**src/rtl/fp16_pkg.sv**
```systemverilog
// Shared FP16 field widths, constants and pipeline stage payloads for the FP16 subtractor.
package fp16_pkg;

  localparam int unsigned WIDTH    = 16;
  localparam int unsigned EXP_BITS = 5;
  localparam int unsigned MAN_BITS = 10;
  localparam int unsigned DP_BITS  = 14;
  localparam int unsigned BIAS     = 15;
  localparam int unsigned EXP_MAX  = 2 * BIAS;

  localparam logic [WIDTH-1:0] FP16_QNAN = 16'h7E00;
  localparam logic [WIDTH-1:0] FP16_MAXF = 16'h7BFF;

  typedef struct packed {
    logic                sign;
    logic [EXP_BITS-1:0] exponent;
    logic [MAN_BITS-1:0] mantissa;
  } fp16_t;

  // Aligned operands: man_l/man_s are hidden+mantissa+G+R+S
  typedef struct packed {
    logic                sign;
    logic                eff_sub;
    logic [EXP_BITS-1:0] exp;
    logic [DP_BITS-1:0]  man_l;
    logic [DP_BITS-1:0]  man_s;
    logic                special;
    logic [WIDTH-1:0]    special_val;
  } s1_t;

  typedef struct packed {
    logic                sign;
    logic [EXP_BITS-1:0] exp;
    logic [DP_BITS:0]    sum;
    logic                special;
    logic [WIDTH-1:0]    special_val;
  } s2_t;

endpackage

```
**src/rtl/fp16_sub_pipe_if.sv**
```systemverilog
// Operand/result handshake bundle for the FP16 subtractor.
interface fp16_sub_pipe_if
  import fp16_pkg::*;
#(
  parameter int unsigned TAG_WIDTH = 4
);

  logic                      in_valid_i;
  logic                      in_ready_o;
  logic [1:0][WIDTH-1:0]     operands_i;
  logic [TAG_WIDTH-1:0]      tag_i;
  logic                      out_valid_o;
  logic                      out_ready_i;
  logic [WIDTH-1:0]          result_o;
  logic [TAG_WIDTH-1:0]      tag_o;

  modport slave (
    input  in_valid_i, operands_i, tag_i, out_ready_i,
    output in_ready_o, out_valid_o, result_o, tag_o
  );

  modport master (
    output in_valid_i, operands_i, tag_i, out_ready_i,
    input  in_ready_o, out_valid_o, result_o, tag_o
  );

endinterface

```
**src/rtl/fp16_norm_lzc.sv**
```systemverilog
// Leading-zero count of the 15-bit sum used for post-add normalisation.
module fp16_norm_lzc
  import fp16_pkg::*;
(
  input  logic [DP_BITS:0] i_data,
  output logic [3:0]       o_count,
  output logic             o_empty
);

  logic w_found;

  always_comb begin
    w_found = 1'b0;
    o_count = '0;
    for (int i = int'(DP_BITS); i >= 0; i--) begin
      if (!w_found && i_data[i]) begin
        w_found = 1'b1;
        o_count = 4'(int'(DP_BITS) - i);
      end
    end
  end

  assign o_empty = !w_found;

endmodule

```
**src/rtl/fp16_sub_pipe.sv**
```systemverilog
// Three-stage FP16 subtractor (a - b), round-toward-zero, with valid/ready flow control and a sideband tag.
module fp16_sub_pipe
  import fp16_pkg::*;
#(
  parameter int unsigned TAG_WIDTH = 4
)
(
  input  logic            clk_i,
  input  logic            rst_ni,
  fp16_sub_pipe_if.slave  bus
);

  localparam int unsigned NORM_W = MAN_BITS + 1;

  fp16_t                w_a, w_b;
  logic                 w_a_nan, w_b_nan, w_a_inf, w_b_inf, w_a_ge, w_sticky;
  logic [EXP_BITS-1:0]  w_ea, w_eb, w_el, w_es, w_diff;
  logic [MAN_BITS:0]    w_ma, w_mb, w_ml, w_ms;
  logic [DP_BITS-1:0]   w_sv, w_shift;
  s1_t                  w_s1, r_s1;
  s2_t                  w_s2, r_s2;
  logic                 r_s1_valid, r_s2_valid, r_s3_valid;
  logic                 w_s1_adv, w_s2_adv, w_s3_adv;
  logic [TAG_WIDTH-1:0] r_s1_tag, r_s2_tag, r_s3_tag;
  logic [3:0]           w_lz;
  logic                 w_lz_empty;
  logic [EXP_BITS-1:0]  w_sh, w_sh_lz, w_sh_e, w_e_norm;
  logic [EXP_BITS:0]    w_e_inc;
  logic [NORM_W-1:0]    w_norm;
  logic [WIDTH-1:0]     w_res, r_result;

  // Stage advance chain; in_ready looks through to out_ready
  assign w_s3_adv       = !r_s3_valid || bus.out_ready_i;
  assign w_s2_adv       = !r_s2_valid || w_s3_adv;
  assign w_s1_adv       = !r_s1_valid || w_s2_adv;
  assign bus.in_ready_o = w_s1_adv;

  assign w_a     = bus.operands_i[1];
  assign w_b     = bus.operands_i[0];
  assign w_a_nan = (&w_a.exponent) && (|w_a.mantissa);
  assign w_b_nan = (&w_b.exponent) && (|w_b.mantissa);
  assign w_a_inf = (&w_a.exponent) && !(|w_a.mantissa);
  assign w_b_inf = (&w_b.exponent) && !(|w_b.mantissa);
  assign w_a_ge  = {w_a.exponent, w_a.mantissa} >= {w_b.exponent, w_b.mantissa};
  assign w_ea    = (|w_a.exponent) ? w_a.exponent : EXP_BITS'(1);
  assign w_eb    = (|w_b.exponent) ? w_b.exponent : EXP_BITS'(1);
  assign w_ma    = {|w_a.exponent, w_a.mantissa};
  assign w_mb    = {|w_b.exponent, w_b.mantissa};

  // Stage 1: swap by magnitude, align the smaller operand with sticky, resolve specials
  always_comb begin
    w_s1     = '0;
    w_el     = w_eb;
    w_es     = w_ea;
    w_ml     = w_mb;
    w_ms     = w_ma;
    w_diff   = '0;
    w_sv     = '0;
    w_shift  = '0;
    w_sticky = 1'b0;
    w_s1.sign = ~w_b.sign;
    if (w_a_ge) begin
      w_el      = w_ea;
      w_es      = w_eb;
      w_ml      = w_ma;
      w_ms      = w_mb;
      w_s1.sign = w_a.sign;
    end
    w_diff = w_el - w_es;
    w_sv   = {w_ms, 3'b000};
    if (w_diff >= EXP_BITS'(DP_BITS)) begin
      w_sticky = |w_ms;
    end else begin
      w_shift  = w_sv >> w_diff;
      w_sticky = |(w_sv & DP_BITS'((DP_BITS'(1) << w_diff) - DP_BITS'(1)));
    end
    w_s1.exp     = w_el;
    w_s1.man_l   = {w_ml, 3'b000};
    w_s1.man_s   = {w_shift[DP_BITS-1:1], w_shift[0] | w_sticky};
    w_s1.eff_sub = w_a.sign ^ ~w_b.sign;
    if (w_a_nan || w_b_nan) begin
      w_s1.special     = 1'b1;
      w_s1.special_val = FP16_QNAN;
    end else if (w_a_inf && w_b_inf) begin
      w_s1.special     = 1'b1;
      w_s1.special_val = (w_a.sign == w_b.sign) ? FP16_QNAN : w_a;
    end else if (w_a_inf) begin
      w_s1.special     = 1'b1;
      w_s1.special_val = w_a;
    end else if (w_b_inf) begin
      w_s1.special     = 1'b1;
      w_s1.special_val = {~w_b.sign, w_b.exponent, w_b.mantissa};
    end else if (w_a == 16'h8000 && w_b == 16'h0000) begin
      // -0 - +0 is the one exact zero that keeps a negative sign
      w_s1.special     = 1'b1;
      w_s1.special_val = 16'h8000;
    end
  end

  // Stage 2: magnitude add/subtract, larger operand always on the left
  always_comb begin
    w_s2             = '0;
    w_s2.sign        = r_s1.sign;
    w_s2.exp         = r_s1.exp;
    w_s2.special     = r_s1.special;
    w_s2.special_val = r_s1.special_val;
    w_s2.sum         = r_s1.eff_sub ? ({1'b0, r_s1.man_l} - {1'b0, r_s1.man_s})
                                    : ({1'b0, r_s1.man_l} + {1'b0, r_s1.man_s});
  end

  fp16_norm_lzc u_lzc (
    .i_data  (r_s2.sum),
    .o_count (w_lz),
    .o_empty (w_lz_empty)
  );

  // Stage 3: normalise (left shift clamped at exponent 1), truncate, saturate on overflow
  always_comb begin
    w_e_inc  = {1'b0, r_s2.exp} + (EXP_BITS+1)'(1);
    w_sh_lz  = EXP_BITS'(w_lz) - EXP_BITS'(1);
    w_sh_e   = r_s2.exp - EXP_BITS'(1);
    w_sh     = (w_sh_lz < w_sh_e) ? w_sh_lz : w_sh_e;
    w_e_norm = r_s2.exp - w_sh;
    w_norm   = NORM_W'((DP_BITS+1)'(r_s2.sum << w_sh) >> 3);
    w_res    = '0;
    if (r_s2.special) begin
      w_res = r_s2.special_val;
    end else if (r_s2.sum[DP_BITS]) begin
      if (w_e_inc > (EXP_BITS+1)'(EXP_MAX))
        w_res = {r_s2.sign, FP16_MAXF[WIDTH-2:0]};
      else
        w_res = {r_s2.sign, w_e_inc[EXP_BITS-1:0], r_s2.sum[DP_BITS-1:4]};
    end else if (!w_lz_empty) begin
      w_res = {r_s2.sign, w_norm[MAN_BITS] ? w_e_norm : {EXP_BITS{1'b0}},
               w_norm[MAN_BITS-1:0]};
    end
  end

  always_ff @(posedge clk_i or negedge rst_ni) begin
    if (!rst_ni) begin
      r_s1_valid <= 1'b0;
      r_s2_valid <= 1'b0;
      r_s3_valid <= 1'b0;
      r_s1       <= '0;
      r_s2       <= '0;
      r_s1_tag   <= '0;
      r_s2_tag   <= '0;
      r_s3_tag   <= '0;
      r_result   <= '0;
    end else begin
      if (w_s1_adv) begin
        r_s1_valid <= bus.in_valid_i;
        if (bus.in_valid_i) begin
          r_s1     <= w_s1;
          r_s1_tag <= bus.tag_i;
        end
      end
      if (w_s2_adv) begin
        r_s2_valid <= r_s1_valid;
        if (r_s1_valid) begin
          r_s2     <= w_s2;
          r_s2_tag <= r_s1_tag;
        end
      end
      if (w_s3_adv) begin
        r_s3_valid <= r_s2_valid;
        if (r_s2_valid) begin
          r_result <= w_res;
          r_s3_tag <= r_s2_tag;
        end
      end
    end
  end

  assign bus.out_valid_o = r_s3_valid;
  assign bus.result_o    = r_result;
  assign bus.tag_o       = r_s3_tag;

endmodule

```
**src/flat_wrapper.sv**
```systemverilog
// flat-port wrapper written by rule: the top's interface ports become plain ports
module fp16_sub_pipe_flat import fp16_pkg::*;
#(
  parameter int unsigned TAG_WIDTH = 4
)
  (clk_i, rst_ni, bus_in_valid_i, bus_operands_i, bus_tag_i, bus_out_ready_i, bus_in_ready_o, bus_out_valid_o, bus_result_o, bus_tag_o);
  fp16_sub_pipe_if #(.TAG_WIDTH(TAG_WIDTH)) bus_i ();
  input  logic clk_i;
  input  logic rst_ni;
  input wire logic [$bits(bus_i.in_valid_i)-1:0] bus_in_valid_i;
  input wire logic [$bits(bus_i.operands_i)-1:0] bus_operands_i;
  input wire logic [$bits(bus_i.tag_i)-1:0] bus_tag_i;
  input wire logic [$bits(bus_i.out_ready_i)-1:0] bus_out_ready_i;
  output wire logic [$bits(bus_i.in_ready_o)-1:0] bus_in_ready_o;
  output wire logic [$bits(bus_i.out_valid_o)-1:0] bus_out_valid_o;
  output wire logic [$bits(bus_i.result_o)-1:0] bus_result_o;
  output wire logic [$bits(bus_i.tag_o)-1:0] bus_tag_o;
  assign bus_i.in_valid_i = bus_in_valid_i;
  assign bus_i.operands_i = bus_operands_i;
  assign bus_i.tag_i = bus_tag_i;
  assign bus_i.out_ready_i = bus_out_ready_i;
  assign bus_in_ready_o = bus_i.in_ready_o;
  assign bus_out_valid_o = bus_i.out_valid_o;
  assign bus_result_o = bus_i.result_o;
  assign bus_tag_o = bus_i.tag_o;
  fp16_sub_pipe #(.TAG_WIDTH(TAG_WIDTH)) u_core (.clk_i(clk_i), .rst_ni(rst_ni), .bus(bus_i));
endmodule
```
**config.mk**
```make
export PLATFORM = sky130hd
export DESIGN_NAME = fp16_sub_pipe_flat
export DESIGN_NICKNAME = d
export VERILOG_FILES = /design/src/rtl/fp16_pkg.sv /design/src/rtl/fp16_sub_pipe_if.sv /design/src/rtl/fp16_norm_lzc.sv /design/src/rtl/fp16_sub_pipe.sv /design/src/flat_wrapper.sv
export SDC_FILE = /design/constraint.sdc
export NUM_CORES = 1
export LEC_CHECK = 0
export ABC_CLOCK_PERIOD_IN_PS = 11820
export CORE_ASPECT_RATIO = 0.75
export CORE_MARGIN = 1.5
export CORE_UTILIZATION = 49
export CTS_CLUSTER_DIAMETER = 150
export DETAILED_ROUTE_END_ITERATION = 8
export GPL_TIMING_DRIVEN = 0
export PLACE_DENSITY = 0.68
export SLEW_MARGIN = 30
export SYNTH_ARGS = -nofsm -noshare
export SYNTH_HDL_FRONTEND = slang
export SYNTH_HIERARCHICAL = 1
export SYNTH_SLANG_ARGS = --single-unit
```
**constraint.sdc**
```tcl
create_clock -name clk_i -period 11.82 [get_ports clk_i]
set_input_delay 1.773 -clock clk_i [delete_from_list [all_inputs] [get_ports clk_i]]
set_output_delay 1.773 -clock clk_i [all_outputs]
set_load 0.03 [all_outputs]
```
---- Yosys cells after proc, flatten, opt, wreduce, memory -nomap -nowiden ----
Cells that the tools add are included.
word-level totals
  register bits after elaboration ......... 118
  bits in latches ......................... 0
  RAM bits ................................ 0
  memory bits (read-only) ................. 0
  input port bits ......................... 40
  output and inout port bits .............. 22
  word-level logic and storage cells ...... 146
  memories kept ........................... 0
cells by class
  add/subtract/negate cells ............... 8
  multiply operators ...................... 0
  divide/modulo/power cells ............... 0
  order comparisons ....................... 4
  equality and inequality tests ........... 2
  shift operators ......................... 3
  multiplexer cells ....................... 51
  bitwise operators ....................... 4
  reduce and logical (&&, ||, !) cells .... 55
operator list
  kind                     count
  $mux W17                 5
  $mux W16                 4
  $mux W4                  13
  $mux W15                 2
  $mux W5                  6
  $mux W11                 2
  $logic_and A1 B1 Y1      20
  $reduce_or A10 Y1        2
  $logic_not A1 Y1         19
  $mux W1                  18
  $eq A16 B16 Y1 const B   1
  $logic_not A16 Y1        1
  $add A14 B14 Y15         1
  $ge A15 B15 Y1           1
  $shl A15 B5 Y14          1
  $sub A14 B14 Y15         1
  $and A14 B14 Y14         1
  $mux W14                 1
  $reduce_or A14 Y1        1
  $shl A1 B5 Y14 const A   1
  $shr A14 B5 Y14          1
  $sub A14 B2 Y14 const B  1
  $reduce_or A11 Y1        1
  $reduce_and A5 Y1        2
  14 further kinds         21

---- Longest topological paths before layout ----
Gate-level depths: netlist of the first run.
  depth in word-level cells ............... 51
  depth in mapped cells ................... 23

---- Modules after synthesis ----
The synthesis of the first run kept the hierarchy.
modules (own cells, without submodules)
  module         instances  cells each  area each (um^2)  seq. area each (um^2)
  fp16_sub_pipe  1          941         8374.3            2952.8
  fp16_norm_lzc  1          28          195.2             0.0

---- Worst setup path after synthesis of the first run ----
No wires, ideal clock.
  kind .................................... input -> register
  start point ............................. in bus_operands_i[14]
  end point ............................... reg u_core/r_s1[17] (netlist bit)
  data arrival time ....................... 6209 ps
  slack ................................... 5487 ps
  cell stages on the path ................. 19
  path buffers ............................ 5
  path through ............................ inv_1 -> ha_1 -> nand2_1 -> nor2_1 -> nand2_1 -> o21ai_0 -> buf_2 -> buf_2 -> clkbuf_1 -> buf_1 -> a21oi_1 -> ha_1 -> clkbuf_1 -> clkinv_1 -> mux4_2 -> mux2i_1 -> mux2i_1 -> a2bb2oi_1 -> o31a_1
between the ends
  word-level cells in the longest chain between the ends .. 10
ends and longest elaborated chain
  item                                                    line                  RTL
  start, declared                                         flat_wrapper.sv:11    input wire logic [$bits(bus_i.operands_i)-1:0] bus_operands_i;
  branches (longest 9 deep; another with $ge A15 B15 Y1)  n/a
  $or A1 B1 Y1 (*)                                        fp16_sub_pipe.sv:79   w_s1.man_s = {w_shift[DP_BITS-1:1], w_shift[0] | w_sticky};
  end signal, assigned                                    fp16_sub_pipe.sv:154  r_s1 <= w_s1;
  end, declared                                           fp16_sub_pipe.sv:20   s1_t w_s1, r_s1;
Mark *: on every way between the ends.
A chain may end at the register's enable or synchronous reset.

---- Worst setup path after layout of the first run ----
  start point ............................. in bus_operands_i[4]
  end point ............................... reg u_core/r_s1[17] (netlist bit)
between the ends
  word-level cells in the longest chain between the ends .. 9
ends and longest elaborated chain
  item               line                 RTL
  $ge A15 B15 Y1     fp16_sub_pipe.sv:44  assign w_a_ge = {w_a.exponent, w_a.mantissa} >= {w_b.exponent, w_b.mantissa};
  $mux W5            fp16_sub_pipe.sv:62  if (w_a_ge) begin
  $sub A5 B5 Y5      fp16_sub_pipe.sv:69  w_diff = w_el - w_es;
  $shl A1 B5 Y14     fp16_sub_pipe.sv:75  w_sticky = |(w_sv & DP_BITS'((DP_BITS'(1) << w_diff) - DP_BITS'(1)));
  $sub A14 B2 Y14    fp16_sub_pipe.sv:75
  $and A14 B14 Y14   fp16_sub_pipe.sv:75
  $reduce_or A14 Y1  fp16_sub_pipe.sv:75
  $mux W1            fp16_sub_pipe.sv:71  if (w_diff >= EXP_BITS'(DP_BITS)) begin
  $or A1 B1 Y1 (*)   fp16_sub_pipe.sv:79
Every way passes the cells marked *; elsewhere a longest branch is shown, timed or not.

==> impl_summary.log, run 1 <==
[metrics] Hold Startpoint: u_core/r_s2_tag[0]
[metrics] final number of setup-violating endpoints: 0
[metrics] instance count of the mapped netlist: a little under 1,000
[metrics] number of enable flip-flop cells after synthesis: 0
[metrics] combinational family with the most area after synthesis: compound AO/OA/AOI/OAI gates
[metrics] kind of path behind the tightest hold check: flop to flop
[metrics] Die Wd: 155.7 microns
[metrics] capturing element type of the critical path: flop
[metrics] placement-stage cell area: 9508 sq um
[metrics] compound-gate portion of the synthesized area: 0.1891
[metrics] actual slew at the worst max-slew pin: between 0.6 and 0.7 ns
[metrics] fraction of layout cells with a size suffix above 1: 0.09784
[metrics] data required time of the critical path: approximately 12 ns
[metrics] worst reg2reg path endpoint: u_core/bus.result_o[14]
[metrics] placer congestion estimate: between 0.9 and 1
[metrics] largest fanout on the critical path: 10
[metrics] Mapped Nets: approximately 1,100
[metrics] antenna fix cells: 0
[metrics] Worst setup SP type: input pin
[metrics] Hold Crit Depth: 2
[metrics] Worst Path Arrival: between 8 and 9 ns
[metrics] multiplexer share of the synthesized area: 0.1371
[metrics] status: finished clean
[metrics] clock sinks: 118
[metrics] count of H-tree levels built during CTS: 4
[metrics] count of cells along the worst register-to-register path: 21
[metrics] clock buffer count from CTS: 17
[metrics] post-route cell area: ~10,000 sq um
[metrics] number of antenna violations at the first check in global routing: 0
[metrics] clock transition at the register clock pins on the worst setup and hold paths after CTS: ~0.060 ns
[metrics] post-synthesis share of cell area spent on xor and xnor gates: 0.02555
[metrics] area added between synthesis and finish: 17.90%
[metrics] number of DRC markers after the initial detailed-route iteration: ~770
[metrics] Congestion Overflow GR: 0
[metrics] max-slew violation count: 0
[metrics] maximum vdd ir drop: ~0.00022 V
[metrics] Maximum Capacitance Violations: 0
[metrics] share of the clock period used by the worst path after layout: 0.6517
[metrics] leakage power: 4.384 nW
[metrics] die boundary height: about 120 microns
[metrics] post-layout utilization of the core: 0.5950
[metrics] standard-cell rows: approximately 40
[metrics] post-route setup TNS: 0 ns
[metrics] Boundary Pins: 62
[metrics] core outline area: about 17,000 sq um
[metrics] Total Wirelength: around 24,000 microns
[metrics] post-synthesis sequential area ratio: 0.3446
[metrics] clock tree from TritonCTS: built
[metrics] distinct cell type count after synthesis: 70
[metrics] post-synthesis async set-or-reset flop share: 1.000
[metrics] Clk Tree Root Cell: sky130_fd_sc_hd__clkbuf_16
[metrics] Final Critical Period: ~7.7 ns
[metrics] remaining routing DRC violations: 0
[metrics] Yosys reg bits: ~120
[metrics] type of the worst setup path: input pin to flop
[metrics] slack of the worst reg-to-reg path: just over 6 ns
[metrics] via count of the first global-routing pass: ~7,300
[metrics] count of port buffers added during placement: a little over 60
[metrics] number of warnings issued by yosys: 6
[metrics] overall power: between 3 and 4 mW
[metrics] most used cells in the layout excluding fill and tap cells: 122 x sky130_fd_sc_hd__nand2_1, 118 x sky130_fd_sc_hd__dfrtp_1, 97 x sky130_fd_sc_hd__o21ai_0
[metrics] leading cell type in the layout, fill and taps excluded: sky130_fd_sc_hd__nand2_1
[metrics] count of instances resized after the clock tree is built: 0
[metrics] Starting Density: 0.5047
[metrics] RSZ-0062 raised after global routing: no
[metrics] wire length per cell: 18.20 microns
[metrics] worst clock skew: roughly 0.0076 ns
[metrics] largest net degree at the start of global routing: 63
[metrics] fraction of the mapped netlist area in simple logic gates: 0.1657
[metrics] setup repair bufs after CTS: 0
[metrics] hold buffers post-CTS: 0
[metrics] Syn Area/Cell: 8.844 sq um
[metrics] overall via count from detail_route: between 7,000 and 8,000
[metrics] via-per-instance ratio: between 6 and 7
[metrics] FMAX: between 100 and 150 MHz
[metrics] first-pass GRT wire length: between 30,000 and 40,000 microns
[metrics] clock insertion delay at the later pin of the skew report: ~0.43 ns
[metrics] most frequently used flop master after synthesis: sky130_fd_sc_hd__dfrtp_1
[metrics] number of iterations in the first detailed-routing pass: 5
[metrics] post-detail-place hpwl: between 15,000 and 20,000 microns
[metrics] adder-cell share of the synthesized area: 0.08731
[metrics] startpoint of the worst register-to-register path: u_core/r_s2[27]
[metrics] maximum number of buffers from clock root to sink: 2
[metrics] final hold viol count: 0
[metrics] Min-Delay Endpoint: u_core/bus.tag_o[0]
[metrics] headroom to the max-slew limit: 0.5354
[metrics] layout net count: approximately 1,100
[metrics] antenna violation net count after detailed routing: 0
[metrics] overall die area: 18,300 sq um
[metrics] total global-route track usage: 0.2696
[metrics] PD cells: ~320 nW/um^2
[metrics] combined area of all synthesized cells: ~8600 sq um
-- metal layers --
metal	GRT usage	vias to the layer above	routed length (microns)
met3	0.05817	28	1745
li1	-	3651	-
met4	0.06131	0	288
met1	0.4214	3779	11830
met2	0.3770	342	9768
met5	0	-	0
-- power breakdown --
part | internal (mW) | total (mW) | switching (mW)
sequential | 0.510 | 0.639 | 0.129
combinational | 0.844 | 2.02 | 1.18
clock | 0.316 | 0.525 | 0.209
-- flip-flops by register name (all words and copies together), names as in the netlist --
| name | count |
|---|---|
| u_core/r_s2_valid | 1 |
| u_core/r_s1 | 49 |
| u_core/r_s2 | 38 |
| u_core/r_s1_valid | 1 |
| u_core/r_s1_tag | 4 |
| u_core/bus.tag_o | 4 |
| u_core/bus.out_valid_o | 1 |
| u_core/bus.result_o | 16 |
| u_core/r_s2_tag | 4 |
-- kinds of logic after synthesis --
kind of cell,Yosys count
AO/OA/AOI/OAI,262
XOR/XNOR,25
adder cells (fa/ha/maj),58
buffers and inverters,114
flip-flops,118
multiplexers,94
AND/OR/NAND/NOR,298
-- how the worst max path moves through the flow --
| stage | slack, ns | from | cells after the start | end |
|---|---|---|---|---|
| finish | 4.12 | bus_operands_i[4] | 20 | u_core/r_s1[17] |
| global route | 3.65 | bus_operands_i[4] | 20 | u_core/r_s1[17] |
| CTS | 4.16 | bus_operands_i[4] | 20 | u_core/r_s1[17] |
| detailed placement | 3.71 | bus_operands_i[4] | 20 | u_core/r_s1[17] |
| global placement | 3.77 | bus_operands_i[4] | 20 | u_core/r_s1[17] |
| floorplan | 5.49 | bus_operands_i[14] | 19 | u_core/r_s1[17] |
-- cell type report --
cell class	instances	area [sq um]
clock buffers	18	429.2
fillers	1515	6877
repair buffers	62	643.1
inverters	64	240.2
flip-flops and latches	118	2953
multi-input cells	737	5182
plain buffers	50	193.9
clock inverters	14	166.4
well taps	236	295.3
-- Yosys cell counts (4+ instances only) --
cell | number | area (sq um)
sky130_fd_sc_hd__a211oi_1 | 4 | 30.03
sky130_fd_sc_hd__dfrtp_1 | 118 | 2953
sky130_fd_sc_hd__nor4_1 | 4 | 25.02
sky130_fd_sc_hd__a31o_2 | 4 | 35.03
sky130_fd_sc_hd__o21ai_0 | 97 | 485.5
sky130_fd_sc_hd__buf_2 | 5 | 25.02
sky130_fd_sc_hd__nand2b_1 | 14 | 87.58
sky130_fd_sc_hd__xnor2_1 | 17 | 148.9
sky130_fd_sc_hd__nor2b_1 | 7 | 43.79
sky130_fd_sc_hd__a21oi_1 | 58 | 290.3
sky130_fd_sc_hd__o22ai_1 | 10 | 62.56
sky130_fd_sc_hd__mux2i_1 | 45 | 450.4
sky130_fd_sc_hd__a31oi_1 | 18 | 112.6
sky130_fd_sc_hd__clkbuf_1 | 41 | 153.9
sky130_fd_sc_hd__nand3_1 | 18 | 90.09
sky130_fd_sc_hd__ha_1 | 55 | 688.2
sky130_fd_sc_hd__mux2_2 | 34 | 382.9
sky130_fd_sc_hd__inv_1 | 62 | 232.7
sky130_fd_sc_hd__o211ai_1 | 9 | 67.56
sky130_fd_sc_hd__or2_2 | 4 | 25.02
sky130_fd_sc_hd__o31a_1 | 5 | 43.79
sky130_fd_sc_hd__or3_1 | 13 | 81.33
sky130_fd_sc_hd__o21a_1 | 9 | 67.56
sky130_fd_sc_hd__and2_1 | 12 | 75.07
sky130_fd_sc_hd__nand4_1 | 6 | 37.54
sky130_fd_sc_hd__o21bai_1 | 4 | 30.03
sky130_fd_sc_hd__nand2_1 | 122 | 457.9
sky130_fd_sc_hd__nor2_1 | 59 | 221.5
sky130_fd_sc_hd__nor3_1 | 19 | 95.09
sky130_fd_sc_hd__o31ai_1 | 8 | 60.06
sky130_fd_sc_hd__o221ai_1 | 6 | 52.55
sky130_fd_sc_hd__a21boi_0 | 4 | 30.03
sky130_fd_sc_hd__buf_1 | 4 | 15.01
sky130_fd_sc_hd__and3_1 | 4 | 25.02
sky130_fd_sc_hd__mux4_2 | 14 | 315.3
sky130_fd_sc_hd__xor2_1 | 8 | 70.07
-- worst max-delay path, cell delays in order --
cell and delay, ns:
sky130_fd_sc_hd__clkdlybuf4s50_1 0.58, sky130_fd_sc_hd__inv_1 0.10, sky130_fd_sc_hd__ha_1 0.30, sky130_fd_sc_hd__a21oi_1 0.06
sky130_fd_sc_hd__o21ai_0 0.13, sky130_fd_sc_hd__a21oi_1 0.08, sky130_fd_sc_hd__o21ai_0 0.51, sky130_fd_sc_hd__buf_2 0.36
sky130_fd_sc_hd__buf_2 0.31, sky130_fd_sc_hd__clkbuf_1 0.37, sky130_fd_sc_hd__buf_1 0.43, sky130_fd_sc_hd__a21oi_1 0.13
sky130_fd_sc_hd__ha_1 0.29, sky130_fd_sc_hd__clkbuf_1 0.53, sky130_fd_sc_hd__clkinv_1 0.54, sky130_fd_sc_hd__mux4_2 0.65
sky130_fd_sc_hd__mux2i_1 0.22, sky130_fd_sc_hd__mux2i_1 0.17, sky130_fd_sc_hd__a2bb2oi_1 0.18, sky130_fd_sc_hd__o31a_1 0.29
-- through the flow --
step	worst slack (ns)	std cells	hold WS (ns)
after global placement	3.775	1266	0.4485
after detailed placement	3.708	1267	0.4541
after global routing	3.649	1299	0.4937
final	4.117	1299	0.4667
after floorplan	5.487	969	0.4331
after CTS	4.158	1299	0.4709
No activity file was read; power rests on OpenSTA's default activity.
==> run 2: changes to the inputs <==
--- a/config.mk
+++ b/config.mk
@@ -5,14 +5,14 @@
 export SDC_FILE = /design/constraint.sdc
 export NUM_CORES = 1
 export LEC_CHECK = 0
-export ABC_CLOCK_PERIOD_IN_PS = 11820
+export ABC_CLOCK_PERIOD_IN_PS = 6300
 export CORE_ASPECT_RATIO = 0.75
 export CORE_MARGIN = 1.5
 export CORE_UTILIZATION = 49
 export CTS_CLUSTER_DIAMETER = 150
 export DETAILED_ROUTE_END_ITERATION = 8
 export GPL_TIMING_DRIVEN = 0
-export PLACE_DENSITY = 0.68
+export PLACE_DENSITY = 0.71
 export SLEW_MARGIN = 30
 export SYNTH_ARGS = -nofsm -noshare
 export SYNTH_HDL_FRONTEND = slang
==> constraint.sdc (replaced) <==
create_clock -name clk_i -period 6.3 [get_ports clk_i]
set_input_delay 0.945 -clock clk_i [delete_from_list [all_inputs] [get_ports clk_i]]
set_output_delay 0.945 -clock clk_i [all_outputs]
set_load 0.03 [all_outputs]
==> run 2 against run 1 <==
Effect of this change:
- combinational power increased by 88%
- utilization is essentially flat
- clock skew is 0.0014 ns lower
- non-clock buffer count fell by 1
- register-to-register slack got worse by 5.6 ns
- design area barely moved
- total power grew 86%
- sequential power rose by 86%
- count of clock-buffer cells in the layout shrank 1
- routed wire length fell by 1.9%
- critical path type unchanged
- cell count about the same
- clock power increased by 79%
==> impl_summary.log, run 2 (same netlist as run 1, synthesis figures left out) <==
[metrics] status: finished clean (unchanged)
[metrics] antenna fix cells: 0 (unchanged)
[metrics] core outline area: 16,980 sq um (unchanged)
[metrics] Final Critical Period: between 5 and 6 ns
[metrics] most used cells in the layout excluding fill and tap cells: 122 x sky130_fd_sc_hd__nand2_1, 118 x sky130_fd_sc_hd__dfrtp_1, 96 x sky130_fd_sc_hd__o21ai_0 (was 122 x sky130_fd_sc_hd__nand2_1, 118 x sky130_fd_sc_hd__dfrtp_1, 97 x sky130_fd_sc_hd__o21ai_0)
[metrics] remaining routing DRC violations: 0 (unchanged)
[metrics] clock sinks: 118 (unchanged)
[metrics] Congestion Overflow GR: 0 (unchanged)
[metrics] number of placed cells counting well taps: 1,267 (unchanged)
[metrics] maximum vdd ir drop: 0.0003927 V (was 0.0002198 V)
[metrics] leakage power: 4.396 nW (was 4.384 nW)
[metrics] capturing element type of the critical path: flop (unchanged)
[metrics] Die Wd: 155.7 microns (unchanged)
[metrics] overall die area: 18,300 sq um (unchanged)
[metrics] Starting Density: 0.5047 (unchanged)
[metrics] final hold viol count: 0 (unchanged)
[metrics] Maximum Capacitance Violations: 0 (unchanged)
[metrics] overall via count from detail_route: 7,718 (was 7,800)
[metrics] portion of total power attributed to combinational logic: 0.640 (was 0.634)
[metrics] die boundary height: 117.5 microns (unchanged)
[metrics] placement-stage cell area: 9508 sq um (unchanged)
[metrics] max-slew violation count: 0 (unchanged)
[metrics] area added between synthesis and finish: 17.87% (was 17.90%)
[metrics] worst hold slack after final layout: 0.4090 ns (was 0.4667 ns)
[metrics] share of power burned in registers: 0.201 (about the same)
[metrics] count of port buffers added during placement: 61 (unchanged)
[metrics] largest fanout on the critical path: 10 (unchanged)
[metrics] Clock power frac: 0.159 (was 0.165)
[metrics] total global-route track usage: 0.2666 (was 0.2696)
[metrics] via count of the first global-routing pass: 7,329 (was 7,298)
[metrics] antenna violation net count after detailed routing: 0 (unchanged)
[metrics] startpoint of the worst register-to-register path: u_core/r_s2[31] (was u_core/r_s2[27])
[metrics] Worst setup SP type: input pin (unchanged)
[metrics] first-pass GRT wire length: 38,500 microns (was 38,790 microns)
[metrics] share of the clock period used by the worst path after layout: 0.9412
[metrics] largest reg by FF count: u_core/r_s1 (unchanged)
[metrics] actual slew at the worst max-slew pin: 0.7270 ns (was 0.6969 ns)
[metrics] clock insertion delay at the later pin of the skew report: 0.42 ns (was 0.43 ns)
[metrics] count of H-tree levels built during CTS: 4 (unchanged)
[metrics] placer congestion estimate: 0.9258 (was 0.9089)
[metrics] post-route setup TNS: 0 ns (unchanged)
[metrics] leading cell type in the layout, fill and taps excluded: sky130_fd_sc_hd__nand2_1 (unchanged)
[metrics] clock transition at the register clock pins on the worst setup and hold paths after CTS: 0.06 ns (about the same)
[metrics] PD cells: 587.5 nW/um^2 (was 315.0 nW/um^2)
[metrics] clock buffer count from CTS: 17 (unchanged)
[metrics] worst clock skew: 0.006247 ns (was 0.007642 ns)
[metrics] number of DRC markers after the initial detailed-route iteration: 837 (was 774)
[metrics] hold buffers post-CTS: 0 (unchanged)
[metrics] switching portion of total power: 0.4822 (was 0.4754)
[metrics] setup repair bufs after CTS: 0 (unchanged)
[metrics] via-per-instance ratio: 5.946 (was 6.005)
[metrics] Worst Path Arrival: 6.24 ns (was 8.01 ns)
[metrics] kind of path behind the tightest hold check: input pin to async pin (was flop to flop)
[metrics] NetSw: 2.862 mW (was 1.513 mW)
[metrics] Total Wirelength: 23,190 microns (was 23,640 microns)
[metrics] overall power: 5.934 mW (was 3.183 mW)
[metrics] layout net count: 1,147 (was 1,148)
[metrics] largest net degree at the start of global routing: 74 (was 63)
[metrics] final number of setup-violating endpoints: 0 (unchanged)
[metrics] data required time of the critical path: 6.61 ns (was 12.13 ns)
[metrics] post-route cell area: 10,100 sq um (about the same)
[metrics] flip-flop count of the largest register after layout: 49 (unchanged)
[metrics] maximum number of buffers from clock root to sink: 2 (unchanged)
[metrics] number of iterations in the first detailed-routing pass: 5 (unchanged)
[metrics] slack of the worst reg-to-reg path: 0.51 ns (was 6.12 ns)
[metrics] number of antenna violations at the first check in global routing: 0 (unchanged)
[metrics] P_int: 3.073 mW (was 1.670 mW)
[metrics] wire length per cell: 17.86 microns (was 18.20 microns)
[metrics] fraction of layout cells with a size suffix above 1: 0.1064 (was 0.09784)
[metrics] FMAX: between 150 and 200 MHz
[metrics] Boundary Pins: 62 (unchanged)
[metrics] standard-cell rows: 41 (unchanged)
[metrics] non-filler cells in the finished layout: 1,298 (was 1,299)
[metrics] crit path launch: bus_operands_i[2] (was bus_operands_i[4])
[metrics] Clk Tree Root Cell: sky130_fd_sc_hd__clkbuf_16 (unchanged)
[metrics] headroom to the max-slew limit: 0.5154 (was 0.5354)
[metrics] clock tree from TritonCTS: built (unchanged)
[metrics] type of the worst setup path: input pin to flop (unchanged)
[metrics] post-detail-place hpwl: 17,610 microns (was 17,940 microns)
## run 2: through the flow
stage          setup WS, ns  utilization
2_1_floorplan        0.7946            -
3_3_place_gp        -0.8898       0.5580
3_5_place_dp        -0.9585       0.5599
4_1_cts              0.1430       0.5938
5_1_grt           -0.004916       0.5949
6_report             0.3703       0.5949
## run 2: critical path, cell delays in order
cell	delay (ns)
sky130_fd_sc_hd__clkdlybuf4s50_1	0.54
sky130_fd_sc_hd__inv_1	0.10
sky130_fd_sc_hd__ha_1	0.30
sky130_fd_sc_hd__nand2_1	0.05
sky130_fd_sc_hd__o21ai_0	0.16
sky130_fd_sc_hd__a21oi_1	0.13
sky130_fd_sc_hd__o21ai_2	0.27
sky130_fd_sc_hd__buf_2	0.30
sky130_fd_sc_hd__buf_2	0.31
sky130_fd_sc_hd__clkbuf_2	0.27
sky130_fd_sc_hd__buf_2	0.26
sky130_fd_sc_hd__a21oi_1	0.10
sky130_fd_sc_hd__ha_1	0.21
sky130_fd_sc_hd__fa_1	0.43
sky130_fd_sc_hd__nand2b_1	0.16
sky130_fd_sc_hd__a21oi_1	0.22
sky130_fd_sc_hd__xnor2_2	0.25
sky130_fd_sc_hd__nand2_1	0.26
sky130_fd_sc_hd__a211oi_1	0.29
sky130_fd_sc_hd__a21oi_1	0.06
sky130_fd_sc_hd__o21ai_0	0.19
sky130_fd_sc_hd__nand4_1	0.14
sky130_fd_sc_hd__o31a_1	0.27
## run 2: routing by layer
| metal | global-route usage | vias to the layer above | part of all wire |
|---|---|---|---|
| met5 | 0 | - | 0 |
| li1 | - | 3650 | - |
| met1 | 0.4185 | 3694 | 0.50 |
| met3 | 0.05412 | 13 | 0.077 |
| met4 | 0.06190 | 0 | 0.0086 |
| met2 | 0.3733 | 361 | 0.42 |
## run 2: cell type report
cell class	count	area (sq um)
inverter	64	241.5
tap	236	295.3
fill	1499	6879
clock buffer	17	425.4
clock inverter	15	151.4
buffer	49	195.2
multi-input combinational	737	5196
timing repair buffer	62	643.1
sequential	118	2953
## run 2: final timing paths
path                                           endpoint  cells past startpoint
worst min register to register      u_core/bus.tag_o[1]                      2
max in group asynchronous               u_core/r_s1[14]                      2
worst max-delay path                    u_core/r_s1[17]                     23
min in group clk_i                  u_core/bus.tag_o[1]                      2
worst min-delay path                    u_core/r_s2[24]                      1
worst max register to register  u_core/bus.result_o[14]                     20
## run 2: power groups by stage
stage,Sequential (mW),Clock (mW),Combinational [mW]
global placement,1.20,0,3.62
floorplan,1.24,0,2.73
CTS,1.19,0.955,3.70
global route,1.22,0.993,4.14
finish,1.19,0.941,3.80
detailed placement,1.20,0,3.67
## run 2: timing repair
action                     CTS  global route
setup endpoints to repair   14            14
gates resized for setup      3             8
pin swaps                    0             0
==> run 3: changes to the inputs <==
--- a/config.mk
+++ b/config.mk
@@ -12,7 +12,7 @@
 export CTS_CLUSTER_DIAMETER = 150
 export DETAILED_ROUTE_END_ITERATION = 8
 export GPL_TIMING_DRIVEN = 0
-export PLACE_DENSITY = 0.71
+export PLACE_DENSITY_LB_ADDON = 0.2
 export SLEW_MARGIN = 30
 export SYNTH_ARGS = -nofsm -noshare
 export SYNTH_HDL_FRONTEND = slang
==> run 3 against run 2 <==
Effect of this change:
- hold slack lost 0.016 ns
- cell count is the same
- largest power group unchanged
- sequential share of layout area is essentially flat
- worst setup slack gained 0.12 ns
- non-clock buffer count is the same
- global-route usage grew 0.48 points
- utilization is essentially flat
- routed wire length grew 0.47%
- flip-flop and latch count is the same
- maximum frequency grew 2.1%
==> impl_summary.log, run 3 (same netlist as run 1, synthesis figures left out) <==
[metrics] max-slew violation count: 0 (unchanged)
[metrics] standard cell with the maximum stage delay on the critical path: sky130_fd_sc_hd__clkdlybuf4s50_1 (unchanged)
[metrics] Final Critical Period: 5.810 ns (was 5.930 ns)
[metrics] PD cells: 591.1 nW/um^2 (was 587.5 nW/um^2)
[metrics] Filler cells: 1,515 (was 1,499)
[metrics] clock transition at the register clock pins on the worst setup and hold paths after CTS: 0.06 ns (about the same)
[metrics] Starting Density: 0.5047 (unchanged)
[metrics] status: finished clean (unchanged)
[metrics] post-route cell area: 10,110 sq um (was 10,100 sq um)
[metrics] standard-cell rows: 41 (unchanged)
[metrics] placement-stage cell area: 9508 sq um (unchanged)
[metrics] Die Wd: 155.7 microns (unchanged)
[metrics] layout net count: 1,147 (unchanged)
[metrics] crit path launch: bus_operands_i[6] (was bus_operands_i[2])
[metrics] wire length per cell: 17.95 microns (was 17.86 microns)
[metrics] remaining routing DRC violations: 0 (unchanged)
[metrics] RSZ-0062 raised after global routing: no
[metrics] first-pass GRT wire length: 39,170 microns (was 38,500 microns)
[metrics] Congestion Overflow GR: 0 (unchanged)
[metrics] worst clock skew: 0.01061 ns (was 0.006247 ns)
[metrics] CP dominant cell by count: sky130_fd_sc_hd__a21oi_1 (unchanged)
[metrics] number of DRC markers after the initial detailed-route iteration: 634 (was 837)
[metrics] Worst setup SP type: input pin (unchanged)
[metrics] kind of path behind the tightest hold check: input pin to async pin (unchanged)
[metrics] number of iterations in the first detailed-routing pass: 7 (was 5)
[metrics] actual slew at the worst max-slew pin: 0.6787 ns (was 0.7270 ns)
[metrics] maximum number of buffers from clock root to sink: 2 (unchanged)
[metrics] capturing element type of the critical path: flop (unchanged)
[metrics] overall via count from detail_route: 7,645 (was 7,718)
[metrics] count of port buffers added during placement: 61 (unchanged)
[metrics] core outline area: 16,980 sq um (unchanged)
[metrics] post-detail-place hpwl: 17,690 microns (was 17,610 microns)
[metrics] die boundary height: 117.5 microns (unchanged)
[metrics] clock tree from TritonCTS: built (unchanged)
[metrics] post-route setup TNS: 0 ns (unchanged)
[metrics] antenna fix cells: 0 (unchanged)
[metrics] largest reg by FF count: u_core/r_s1 (unchanged)
[metrics] headroom to the max-slew limit: 0.5433 (was 0.5154)
[metrics] leading cell type in the layout, fill and taps excluded: sky130_fd_sc_hd__nand2_1 (unchanged)
[metrics] FMAX: 172.1 MHz (was 168.6 MHz)
[metrics] via count of the first global-routing pass: 7,350 (was 7,329)
[metrics] leakage power: 4.400 nW (was 4.396 nW)
[metrics] largest net degree at the start of global routing: 80 (was 74)
[metrics] overall die area: 18,300 sq um (unchanged)
[metrics] Boundary Pins: 62 (unchanged)
[metrics] share of the clock period used by the worst path after layout: 0.9222 (was 0.9412)
[metrics] count of H-tree levels built during CTS: 4 (unchanged)
[metrics] via-per-instance ratio: 5.890 (was 5.946)
[metrics] clock insertion delay at the later pin of the skew report: 0.42 ns (about the same)
[metrics] fraction of layout cells with a size suffix above 1: 0.1055 (was 0.1064)
[metrics] number of antenna violations at the first check in global routing: 0 (unchanged)
[metrics] crit-path cells: clkdlybuf4s50_1 > inv_1 > ha_1 > nand2_1 > o21ai_0 > a21oi_1 > o21ai_2 > buf_2 > clkbuf_4 > clkbuf_2 > buf_2 > a21oi_1 > ha_1 > fa_1 > nand2b_1 > a21oi_1 > xnor2_2 > nand2_1 > a211oi_1 > a21oi_1 > o21ai_0 > nand4_1 > o31a_1 (was clkdlybuf4s50_1 > inv_1 > ha_1 > nand2_1 > o21ai_0 > a21oi_1 > o21ai_2 > buf_2 > buf_2 > clkbuf_2 > buf_2 > a21oi_1 > ha_1 > fa_1 > nand2b_1 > a21oi_1 > xnor2_2 > nand2_1 > a211oi_1 > a21oi_1 > o21ai_0 > nand4_1 > o31a_1)
[metrics] Maximum Capacitance Violations: 0 (unchanged)
[metrics] Worst Path Arrival: 6.12 ns (was 6.24 ns)
[metrics] type of the worst setup path: input pin to flop (unchanged)
[metrics] clock buffer count from CTS: 17 (unchanged)
[metrics] maximum vdd ir drop: 0.0003154 V (was 0.0003927 V)
[metrics] startpoint of the worst register-to-register path: u_core/r_s2[27] (was u_core/r_s2[31])
[metrics] placer congestion estimate: 0.9093 (was 0.9258)
[metrics] total global-route track usage: 0.2714 (was 0.2666)
[metrics] Total Wirelength: 23,300 microns (was 23,190 microns)
[metrics] area added between synthesis and finish: 17.96% (was 17.87%)
[metrics] Clk Tree Root Cell: sky130_fd_sc_hd__clkbuf_16 (unchanged)
[metrics] antenna violation net count after detailed routing: 0 (unchanged)
[metrics] longest individual stage delay on the worst path: 0.55 ns (was 0.54 ns)
[metrics] final number of setup-violating endpoints: 0 (unchanged)
[metrics] clock sinks: 118 (unchanged)
[metrics] data required time of the critical path: 6.61 ns (about the same)
[metrics] most used cells in the layout excluding fill and tap cells: 122 x sky130_fd_sc_hd__nand2_1, 118 x sky130_fd_sc_hd__dfrtp_1, 96 x sky130_fd_sc_hd__o21ai_0 (unchanged)
[metrics] largest fanout on the critical path: 10 (unchanged)
[metrics] flip-flop count of the largest register after layout: 49 (unchanged)
[metrics] final hold viol count: 0 (unchanged)
[run 3: layout make-up]
class	count	area, sq um	share of cell area
buffer	49	196.4	0.01943
clock buffer	17	425.4	0.04208
clock inverter	15	157.7	0.01560
inverter	64	241.5	0.02389
multi-input combinational	737	5196	0.5141
sequential	118	2953	0.2921
tap	236	295.3	0.02921
timing repair buffer	62	643.1	0.06362
[run 3: path summary, 6_finish.rpt]
check / end / slack, ns / cells after the start
max: u_core/r_s1[17] / 0.49 / 23
min reg2reg: u_core/bus.tag_o[1] / 0.46 / 2
max in group asynchronous: u_core/r_s1[2] / 5.22 / 2
max reg2reg: u_core/bus.result_o[14] / 0.58 / 21
min in group clk_i: u_core/bus.tag_o[1] / 0.46 / 2
min: u_core/r_s1[37] / 0.39 / 1
[run 3: metrics by stage]
stage	cells	power (mW)	setup WS, ns	utilization	hold WS [ns]
finish	1298	5.975	0.4901	0.5953	0.3934
floorplan	969	3.963	0.7946	-	0.4331
global route	1298	6.406	0.02821	0.5953	0.4050
CTS	1298	5.920	0.08933	0.5944	0.4007
detailed placement	1267	4.922	-0.9550	0.5599	0.4479
global placement	1266	4.852	-0.8946	0.5580	0.4458
[run 3: what timing repair did]
item                                    4_1_cts  5_1_grt
hold buffers                                  0        0
pin swaps                                     0        0
endpoints found under the setup margin       14       13
setup buffers                                 0        0
cloned                                        0        0
resized for setup                             4        6
[run 3: power by group]
part / internal [mW] / total [mW] / switching [mW]
clock: 0.561 / 0.969 / 0.408
combinational: 1.59 / 3.82 / 2.23
sequential: 0.957 / 1.19 / 0.233
total: 3.10 / 5.97 / 2.87
[run 3: worst max-delay path: cells and delay by family]
kind	cells	cell delay [ns]
compound gates	9	1.62
buf+inv	6	1.73
simple gates	4	0.61
xor+xnor	1	0.24
fa+ha+maj	3	0.96
[run 3: layer usage]
metal  global-route usage  share of wire  vias to the layer above  routed length, microns
met5                    0              0                        -                       0
met2               0.3795           0.41                      295                    9647
li1                     -              -                     3646                       -
met4              0.05417         0.0092                        0                     215
met1               0.4282           0.51                     3680                   11760
met3              0.05707          0.072                       24                    1667
